===== src/rtl/simon_input.sv =====
// Player input front-end for a Simon game: synchronises and debounces four
// pushbuttons, then turns clean presses into single-cycle accept/chord pulses.
module simon_input #(
  parameter int unsigned DEB_CYCLES = 3
) (
  input  logic       clk,
  input  logic       reset,
  input  logic [3:0] buttons,
  input  logic       simonTurn,
  input  logic [1:0] simonNum,
  input  logic       simonPressed,
  input  logic       gameOver,
  output logic [1:0] playerNum,
  output logic       playerPressed,
  output logic [3:0] leds,
  output logic       multiPress
);

  localparam logic [3:0] DEB_LIM = 4'(DEB_CYCLES);

  typedef enum logic [1:0] {
    BLOCKED      = 2'd0,
    WAIT_RELEASE = 2'd1,
    ARMED        = 2'd2,
    HELD         = 2'd3
  } state_e;

  function automatic logic [3:0] onehot4(input logic [1:0] n);
    onehot4 = 4'b0001 << n;
  endfunction

  function automatic logic [1:0] encode4(input logic [3:0] v);
    case (v)
      4'b0001: encode4 = 2'd0;
      4'b0010: encode4 = 2'd1;
      4'b0100: encode4 = 2'd2;
      4'b1000: encode4 = 2'd3;
      default: encode4 = 2'd0;
    endcase
  endfunction

  function automatic logic [2:0] ones4(input logic [3:0] v);
    ones4 = 3'(v[0]) + 3'(v[1]) + 3'(v[2]) + 3'(v[3]);
  endfunction

  logic [3:0] meta_q;
  logic [3:0] sync_q;
  logic [3:0] deb_q;
  logic [3:0] deb_d;
  logic [3:0] cnt_q [4];
  logic [3:0] cnt_d [4];
  logic       quiet_s;

  state_e     state_q;
  state_e     state_d;
  logic [1:0] player_num_q;
  logic [1:0] player_num_d;
  logic       player_pressed_q;
  logic       player_pressed_d;
  logic       multi_press_q;
  logic       multi_press_d;
  logic [3:0] leds_q;
  logic [3:0] leds_d;
  logic [2:0] deb_ones_s;

  // Per-bit debounce: a run of DEB_CYCLES samples disagreeing with the held state flips it.
  always_comb begin
    for (int i = 0; i < 4; i++) begin
      deb_d[i] = deb_q[i];
      cnt_d[i] = 4'd0;
      if (sync_q[i] != deb_q[i]) begin
        if ((cnt_q[i] + 4'd1) == DEB_LIM) begin
          deb_d[i] = ~deb_q[i];
          cnt_d[i] = 4'd0;
        end else begin
          cnt_d[i] = cnt_q[i] + 4'd1;
        end
      end else begin
        cnt_d[i] = 4'd0;
      end
    end
  end

  // Fully released means nothing pending anywhere in the input pipeline, so a
  // button still held through reset or a turn change cannot sneak past re-arming.
  always_comb begin
    quiet_s = (deb_q == 4'd0) && (sync_q == 4'd0) && (meta_q == 4'd0);
    for (int i = 0; i < 4; i++) begin
      if (cnt_q[i] != 4'd0) begin
        quiet_s = 1'b0;
      end else begin
        quiet_s = quiet_s;
      end
    end
  end

  assign deb_ones_s = ones4(deb_q);

  // Player-turn FSM next state and the values its registered outputs will take.
  always_comb begin
    state_d          = state_q;
    player_num_d     = player_num_q;
    player_pressed_d = 1'b0;
    multi_press_d    = 1'b0;
    if (simonTurn || gameOver) begin
      state_d = BLOCKED;
    end else begin
      case (state_q)
        BLOCKED: begin
          state_d = WAIT_RELEASE;
        end
        WAIT_RELEASE: begin
          if (quiet_s) begin
            state_d = ARMED;
          end else begin
            state_d = WAIT_RELEASE;
          end
        end
        ARMED: begin
          if (deb_ones_s == 3'd1) begin
            player_num_d     = encode4(deb_q);
            player_pressed_d = 1'b1;
            state_d          = HELD;
          end else if (deb_ones_s >= 3'd2) begin
            multi_press_d = 1'b1;
            state_d       = WAIT_RELEASE;
          end else begin
            state_d = ARMED;
          end
        end
        HELD: begin
          if (deb_q == 4'd0) begin
            state_d = ARMED;
          end else begin
            state_d = HELD;
          end
        end
        default: begin
          state_d = BLOCKED;
        end
      endcase
    end

    if (gameOver) begin
      leds_d = 4'b0000;
    end else if (simonTurn && simonPressed) begin
      leds_d = onehot4(simonNum);
    end else if (state_d == HELD) begin
      leds_d = onehot4(player_num_d);
    end else begin
      leds_d = 4'b0000;
    end
  end

  // Input synchroniser and debounce state registers.
  always_ff @(posedge clk or negedge reset) begin
    if (!reset) begin
      meta_q <= 4'd0;
      sync_q <= 4'd0;
      deb_q  <= 4'd0;
      for (int i = 0; i < 4; i++) begin
        cnt_q[i] <= 4'd0;
      end
    end else begin
      meta_q <= buttons;
      sync_q <= meta_q;
      deb_q  <= deb_d;
      for (int i = 0; i < 4; i++) begin
        cnt_q[i] <= cnt_d[i];
      end
    end
  end

  // FSM state and registered outputs.
  always_ff @(posedge clk or negedge reset) begin
    if (!reset) begin
      state_q          <= BLOCKED;
      player_num_q     <= 2'd0;
      player_pressed_q <= 1'b0;
      multi_press_q    <= 1'b0;
      leds_q           <= 4'd0;
    end else begin
      state_q          <= state_d;
      player_num_q     <= player_num_d;
      player_pressed_q <= player_pressed_d;
      multi_press_q    <= multi_press_d;
      leds_q           <= leds_d;
    end
  end

  assign playerNum     = player_num_q;
  assign playerPressed = player_pressed_q;
  assign multiPress    = multi_press_q;
  assign leds          = leds_q;

endmodule


===== config.mk =====
export PLATFORM = sky130hd
export DESIGN_NAME = simon_input
export DESIGN_NICKNAME = d
export VERILOG_FILES = /design/src/rtl/simon_input.sv
export SDC_FILE = /design/constraint.sdc
export NUM_CORES = 1
export LEC_CHECK = 0
export BUFFER_PORTS_ARGS = -buffer_cell sky130_fd_sc_hd__buf_2
export CORE_UTILIZATION = 43
export DETAILED_ROUTE_END_ITERATION = 7
export PLACE_DENSITY_LB_ADDON = 0.08
export SYNTH_ARGS = -nofsm -noshare
export SYNTH_HDL_FRONTEND = slang
export SYNTH_SLANG_ARGS = --single-unit

===== constraint.sdc =====
create_clock -name clk -period 8.6 [get_ports clk]
set_clock_uncertainty 0.2 [all_clocks]
set_input_delay 1.72 -clock clk [delete_from_list [all_inputs] [get_ports clk]]
set_output_delay 1.72 -clock clk [all_outputs]
set_load 0.03 [all_outputs]

### Yosys cells after proc, flatten, opt, wreduce, memory -nomap -nowiden

Index checks and enable logic that the tools add are counted.

| storage, ports and cells | value |
|---|---|
| latch bits | 0 |
| output and inout bits | 8 |
| memories kept | 0 |
| register bits after elaboration | 38 |
| logic and storage cells | 93 |
| memory bits (read-only) | 0 |
| bits in writable memories | 0 |
| input bits | 11 |

| cells by class | value |
|---|---|
| add/subtract/negate cells | 7 |
| eq/ne operators | 16 |
| multiply operators | 0 |
| shift operators | 2 |
| div/mod/pow operators | 0 |
| order comparisons | 1 |
| multiplexer cells | 32 |
| reduce and logical (&&, ||, !) cells | 16 |
| bitwise logic cells | 4 |

Operators by type and width:

| cell | number |
|---|---|
| 4-bit 2-to-1 mux | 11 |
| 4-bit by 2-bit equality test with 1-bit output, second input constant | 5 |
| 4-bit by 1-bit adder with 4-bit output, second input constant | 4 |
| 4-bit nonzero test | 4 |
| 2-bit 2-to-1 mux | 7 |
| 4-bit zero test | 3 |
| 1-bit 2-to-1 mux | 12 |
| 2-bit case mux with 4 select lines | 1 |
| 2-bit AND reduction | 4 |
| 1-bit by 2-bit left shift with 4-bit output, first input constant | 2 |
| 2-bit equality test, second input constant | 3 |
| 2-bit case mux with 3 select lines | 1 |
| 4-bit by 3-bit equality test with 1-bit output, second input constant | 1 |
| 4-bit equality test, second input constant | 1 |
| 1-bit inequality test | 4 |
| 1-bit inverter | 4 |
| 2-bit by 1-bit adder with 3-bit output | 1 |
| 3-bit by 1-bit adder with 3-bit output | 1 |
| 3-bit by 1-bit equality test with 1-bit output, second input constant | 1 |
| 3-bit by 2-bit >= comparator with 1-bit output, second input constant | 1 |
| 1-bit logical AND | 3 |
| 1-bit by 1-bit adder with 2-bit output | 1 |
| 2-bit by 1-bit equality test with 1-bit output, second input constant | 1 |
| 2-bit zero test | 1 |
| 1-bit logical OR | 1 |

### Logic depth before layout (Yosys ltp)

| logic depth | value |
|---|---|
| depth after elaboration | 14 |
| gate-level depth with buffers | 12 |
| mapped depth without buffers | 11 |

### Least setup slack after synthesis

Ideal clock, no wire load.

| path | value |
|---|---|
| path kind | input to register |
| from | input gameOver |
| to | register leds_q[2] (netlist: leds[2]) |
| buffers on the path | 0 |
| path slack | 5123 ps |
| stages | 5 |
| setup time | 101 ps |
| required time | 8299 ps |
| arrival | 3176 ps |
| path through | or4b_1 -> or3_4 -> mux2i_1 -> nand2b_1 -> o32ai_1 |

| on the way | value |
|---|---|
| word-level cells in the longest chain between the ends | 6 |
| elaborated cells between the ends (all ways) | 8 |
| classes of those cells | eq/ne (1); shift (1); mux (5); reduce/logical (1) |

Ends and longest elaborated chain:

| item | line | RTL |
|---|---|---|
| start, declared | 12 | `input logic gameOver,` |
| 1-bit logical OR | 105 | `if (simonTurn \|\| gameOver) begin` |
| 2-bit 2-to-1 mux | 105 |  |
| 2-bit equality test or 1-bit by 2-bit left shift with 4-bit output (tied branches) | 148, 29 |  |
| 4-bit 2-to-1 mux | 148 | `end else if (state_d == HELD) begin` |
| 4-bit 2-to-1 mux | 146 | `end else if (simonTurn && simonPressed) begin` |
| 4-bit 2-to-1 mux * | 144 | `if (gameOver) begin` |
| via leds_d[2] | 63 | `logic [3:0] leds_d;` |
| end signal, assigned | 187 | `leds_q <= leds_d;` |
| end, declared | 62 | `logic [3:0] leds_q;` |

Mark *: on every way through the listed nets, which the timed path passes. The rest lies on a longest branch.
A chain may end at the register's enable or synchronous reset.

### Worst setup path in the final report

| path | value |
|---|---|
| from | input gameOver |
| to | register leds_q[3] (netlist: leds[3]) |

Same word-level chain as after synthesis.

==> metrics.json <==
{
  "run_status": {
    "outcome": "complete, no violations"
  },
  "floorplanning": {
    "die_y_um": 69.2,
    "ioPinCount": 19,
    "fp.dieArea_um2": 4790,
    "coreArea_um2": 4350,
    "dieWidth_um": 69.2,
    "num_rows": 24,
    "floorplan.initialDensity_pct": 44.6
  },
  "clock_network": {
    "hold_buffers_post_cts": 0,
    "cts_tree": "done",
    "cts_buffers": 5,
    "cts_num_sinks": 38,
    "max-clock-path-buffers": 2,
    "clkLatencyLatePin_ps": 280,
    "htree_levels": 2,
    "cts.clk_slew.worst_paths_ps": 70,
    "clock-root-buffer": "sky130_fd_sc_hd__clkbuf_8",
    "cts_resized": 0,
    "post-cts-setup-buffer-count": 0
  },
  "synth": {
    "synth_cell_types": 34,
    "postSynthCellCount": 176,
    "sequential_area_share_after_synthesis_pct": 49.0,
    "synth.cell_area_um2": 1940,
    "mappedNetlistNets": 205,
    "ys_warnings": 0,
    "post-synth-top-area-fraction_pct": 49.0,
    "yosys.area.top_type": "sky130_fd_sc_hd__dfrtp_1",
    "postSynthAreaPerCell_um2": 11.0,
    "post_synth_main_area_contributors": "sky130_fd_sc_hd__dfrtp_1 49%, sky130_fd_sc_hd__ha_1 11%, sky130_fd_sc_hd__inv_1 4.3%, sky130_fd_sc_hd__xnor2_1 4.1%, sky130_fd_sc_hd__xor2_1 4.1%",
    "ys_seq_elements": 38
  },
  "worst_setup_path": {
    "critPathMaxStageDelay_ps": 540,
    "crit_arrival_ps": 3380,
    "path_class": "primary input to flop",
    "worstSetupPathDepth": 6,
    "worst_r2r_endpoint": "leds[3]",
    "reg_to_reg_setup_timing_slack_ps": 5670,
    "worst_r2r_startpoint": "deb_q[3]",
    "worst_setup_path_end_kind": "flop",
    "worst_setup_path_start_kind": "primary input",
    "worst_setup_path_endpoint": "leds[3]",
    "critPathRequiredTime_ps": 8580,
    "critPathSlowestCell": "sky130_fd_sc_hd__or4b_1",
    "timing.critical_path.max_delay_family": "simple AND/OR/NAND/NOR gates",
    "path_buf_inv": 1,
    "path_max_fanout": 5,
    "worstPathCellList": "buf_2 > or4b_1 > or3_4 > mux2i_1 > nand2b_1 > o32ai_1",
    "r2r_cells": 10,
    "worst_setup_path_startpoint": "gameOver"
  },
  "power": {
    "swShare_pct": 36.6,
    "clkPwrFrac_pct": 19.6,
    "power.switching_uw": 226,
    "power_uw": 617,
    "leakage_uw": 0.00110,
    "power.share.combinational_pct": 39.2,
    "power.density_nw_per_um2": 283,
    "internal-power_uw": 392,
    "max-vdd-ir-drop_mv": 0.150,
    "power_frac_seq_pct": 41.2
  },
  "sta": {
    "setup_ws_ps": 5200,
    "maxSlewHeadroom_pct": 45.2,
    "maxClockFrequency_ghz": 0.294,
    "hold_slack_ps": 178,
    "setup_total_negative_slack_ps": 0,
    "layout_min_cycle_time_ps": 3400,
    "worstMarginPinSlew_ps": 823,
    "period_share_pct": 39.6,
    "hold_viol": 0,
    "rsz_0062_raised_after_global_routing": "no",
    "timing.final.max_slew_violations": 0,
    "setup_viol": 0
  },
  "placed_design": {
    "port_buffers": 18,
    "dpl_worst_slack_ps": 4900,
    "gp_congestion": 0.813,
    "dp_hpwl_um": 2580
  },
  "final_layout": {
    "fillers": 407,
    "drive_gt1_share_pct": 16.4,
    "design.final.nets": 229,
    "layout.cells.most_common_list": "38 x sky130_fd_sc_hd__dfrtp_1, 22 x sky130_fd_sc_hd__inv_1, 18 x sky130_fd_sc_hd__buf_2",
    "syn2layout_area_growth_pct": 12.5,
    "antennaDiodeCount": 0,
    "layout_commonest_cell": "sky130_fd_sc_hd__dfrtp_1"
  },
  "flow_run": {
    "max_cap_viol_count": 0
  },
  "grt": {
    "pin_count_of_the_biggest_net_entering_global_routing": 39,
    "overflow": 0,
    "grt_pass1_vias": 1315,
    "grtUsageTotal_pct": 16.0,
    "grt_pass1_wl_um": 5960,
    "antenna_found_initial": 0
  },
  "drt": {
    "drt_drc_violations_left": 0,
    "routed_wl_um": 3300,
    "num_vias": 1286,
    "ant_nets": 0,
    "detailedRoute.firstIterationViolations": 22,
    "route.detailed.vias_per_inst": 5.08,
    "detail_route.first_pass.iterations": 4,
    "wl_per_cell_um": 13.0
  },
  "hold_path": {
    "hold_crit_path_type": "flop to flop"
  }
}
==> how the worst min path moves through the flow <==
stage | from | endpoint | cells past startpoint
2_1_floorplan | meta_q[0] | sync_q[0] | 0
3_3_place_gp | meta_q[0] | sync_q[0] | 0
3_5_place_dp | meta_q[0] | sync_q[0] | 0
4_1_cts | meta_q[0] | sync_q[0] | 0
5_1_grt | meta_q[0] | sync_q[0] | 0
6_report | meta_q[0] | sync_q[0] | 0
==> worst reg2reg max path: stages, from the launching register on <==
cell and delay [ps]:
sky130_fd_sc_hd__dfrtp_1 480, sky130_fd_sc_hd__inv_1 90, sky130_fd_sc_hd__fa_1 430, sky130_fd_sc_hd__inv_1 70, sky130_fd_sc_hd__ha_1 170, sky130_fd_sc_hd__inv_1 50, sky130_fd_sc_hd__ha_1 310, sky130_fd_sc_hd__or3_4 440
sky130_fd_sc_hd__mux2i_1 160, sky130_fd_sc_hd__nand2b_1 170, sky130_fd_sc_hd__o32ai_1 250
==> metrics by stage <==
stage / cell area [um2] / util [%] / std cells
floorplan: 1940 / - / 176
global placement: 2090 / 48.0 / 245
detailed placement: 2090 / 48.0 / 245
CTS: 2180 / 50.1 / 253
global route: 2180 / 50.1 / 253
finish: 2180 / 50.1 / 253
==> logic make-up (layout without fill, tap and decap cells) <==
group	after synthesis	in the layout	synth area share [%]
AND/OR/NAND/NOR	56	56	16.2
AO/OA/AOI/OAI	15	15	5.48
flip-flops	38	38	49.0
buffers and inverters	24	49	4.64
multiplexers	7	7	4.51
XOR/XNOR	18	18	8.12
adder cells (fa/ha/maj)	18	18	12.0
==> registers in the layout, indices dropped and copies added (netlist names) <==
name	flops
cnt_q	16
deb_q	4
leds	4
meta_q	4
multiPress	1
playerNum	2
playerPressed	1
state_q	2
sync_q	4
==> power by group through the flow <==
stage               registers (uW)  logic [uW]  clock network (uW)
floorplan                      243         201                   0
global placement               255         237                   0
detailed placement             258         242                   0
CTS                            254         244                 127
global route                   261         279                 136
finish                         254         242                 121
==> metal layers <==
metal / wire length [um] / GRT usage [%] / share of wire (%) / vias to the layer above
met5: 0 / 0 / 0 / -
met4: 79 / 7.94 / 2.4 / 0
met3: 106 / 4.36 / 3.2 / 8
met2: 1600 / 26.3 / 48 / 21
met1: 1520 / 19.2 / 46 / 617
li1: - / - / - / 640
==> cells in the mapped netlist <==
cell                       number
sky130_fd_sc_hd__nor4b_1        2
sky130_fd_sc_hd__nor4_1         2
sky130_fd_sc_hd__and2_1         1
sky130_fd_sc_hd__xor2_1         9
sky130_fd_sc_hd__o41a_1         1
sky130_fd_sc_hd__a31oi_1        2
sky130_fd_sc_hd__nor3b_1        3
sky130_fd_sc_hd__mux2_2         4
sky130_fd_sc_hd__dfrtp_1       38
sky130_fd_sc_hd__or3_4          1
sky130_fd_sc_hd__nor4bb_1       1
sky130_fd_sc_hd__inv_2          1
sky130_fd_sc_hd__clkbuf_1       1
sky130_fd_sc_hd__mux2i_4        1
sky130_fd_sc_hd__fa_1           1
sky130_fd_sc_hd__o32ai_1        4
sky130_fd_sc_hd__nor2_1        13
sky130_fd_sc_hd__o211ai_1       1
sky130_fd_sc_hd__and4_1         1
sky130_fd_sc_hd__and3b_1        2
sky130_fd_sc_hd__ha_1          17
sky130_fd_sc_hd__nand3_1        5
sky130_fd_sc_hd__or3_2          1
sky130_fd_sc_hd__xnor2_1        9
sky130_fd_sc_hd__a22oi_1        1
sky130_fd_sc_hd__mux2i_1        2
sky130_fd_sc_hd__o21ai_0        5
sky130_fd_sc_hd__or4b_1         1
sky130_fd_sc_hd__nand2_1        8
sky130_fd_sc_hd__nand2b_1       3
sky130_fd_sc_hd__o21a_1         1
sky130_fd_sc_hd__nor3_1         5
sky130_fd_sc_hd__inv_1         22
sky130_fd_sc_hd__and3_1         7
==> cell type report <==
| class | instances | area, um2 | share of cell area, % |
|---|---|---|---|
| multi-input cells | 114 | 900 | 41.2 |
| repair buffers | 18 | 90.1 | 4.13 |
| flip-flops and latches | 38 | 951 | 43.6 |
| well taps | 52 | 65.1 | 2.98 |
| clock inverters | 1 | 5.00 | 0.229 |
| clock buffers | 7 | 86.3 | 3.95 |
| inverters | 23 | 86.3 | 3.95 |
Power figures use the tool's default switching activity.
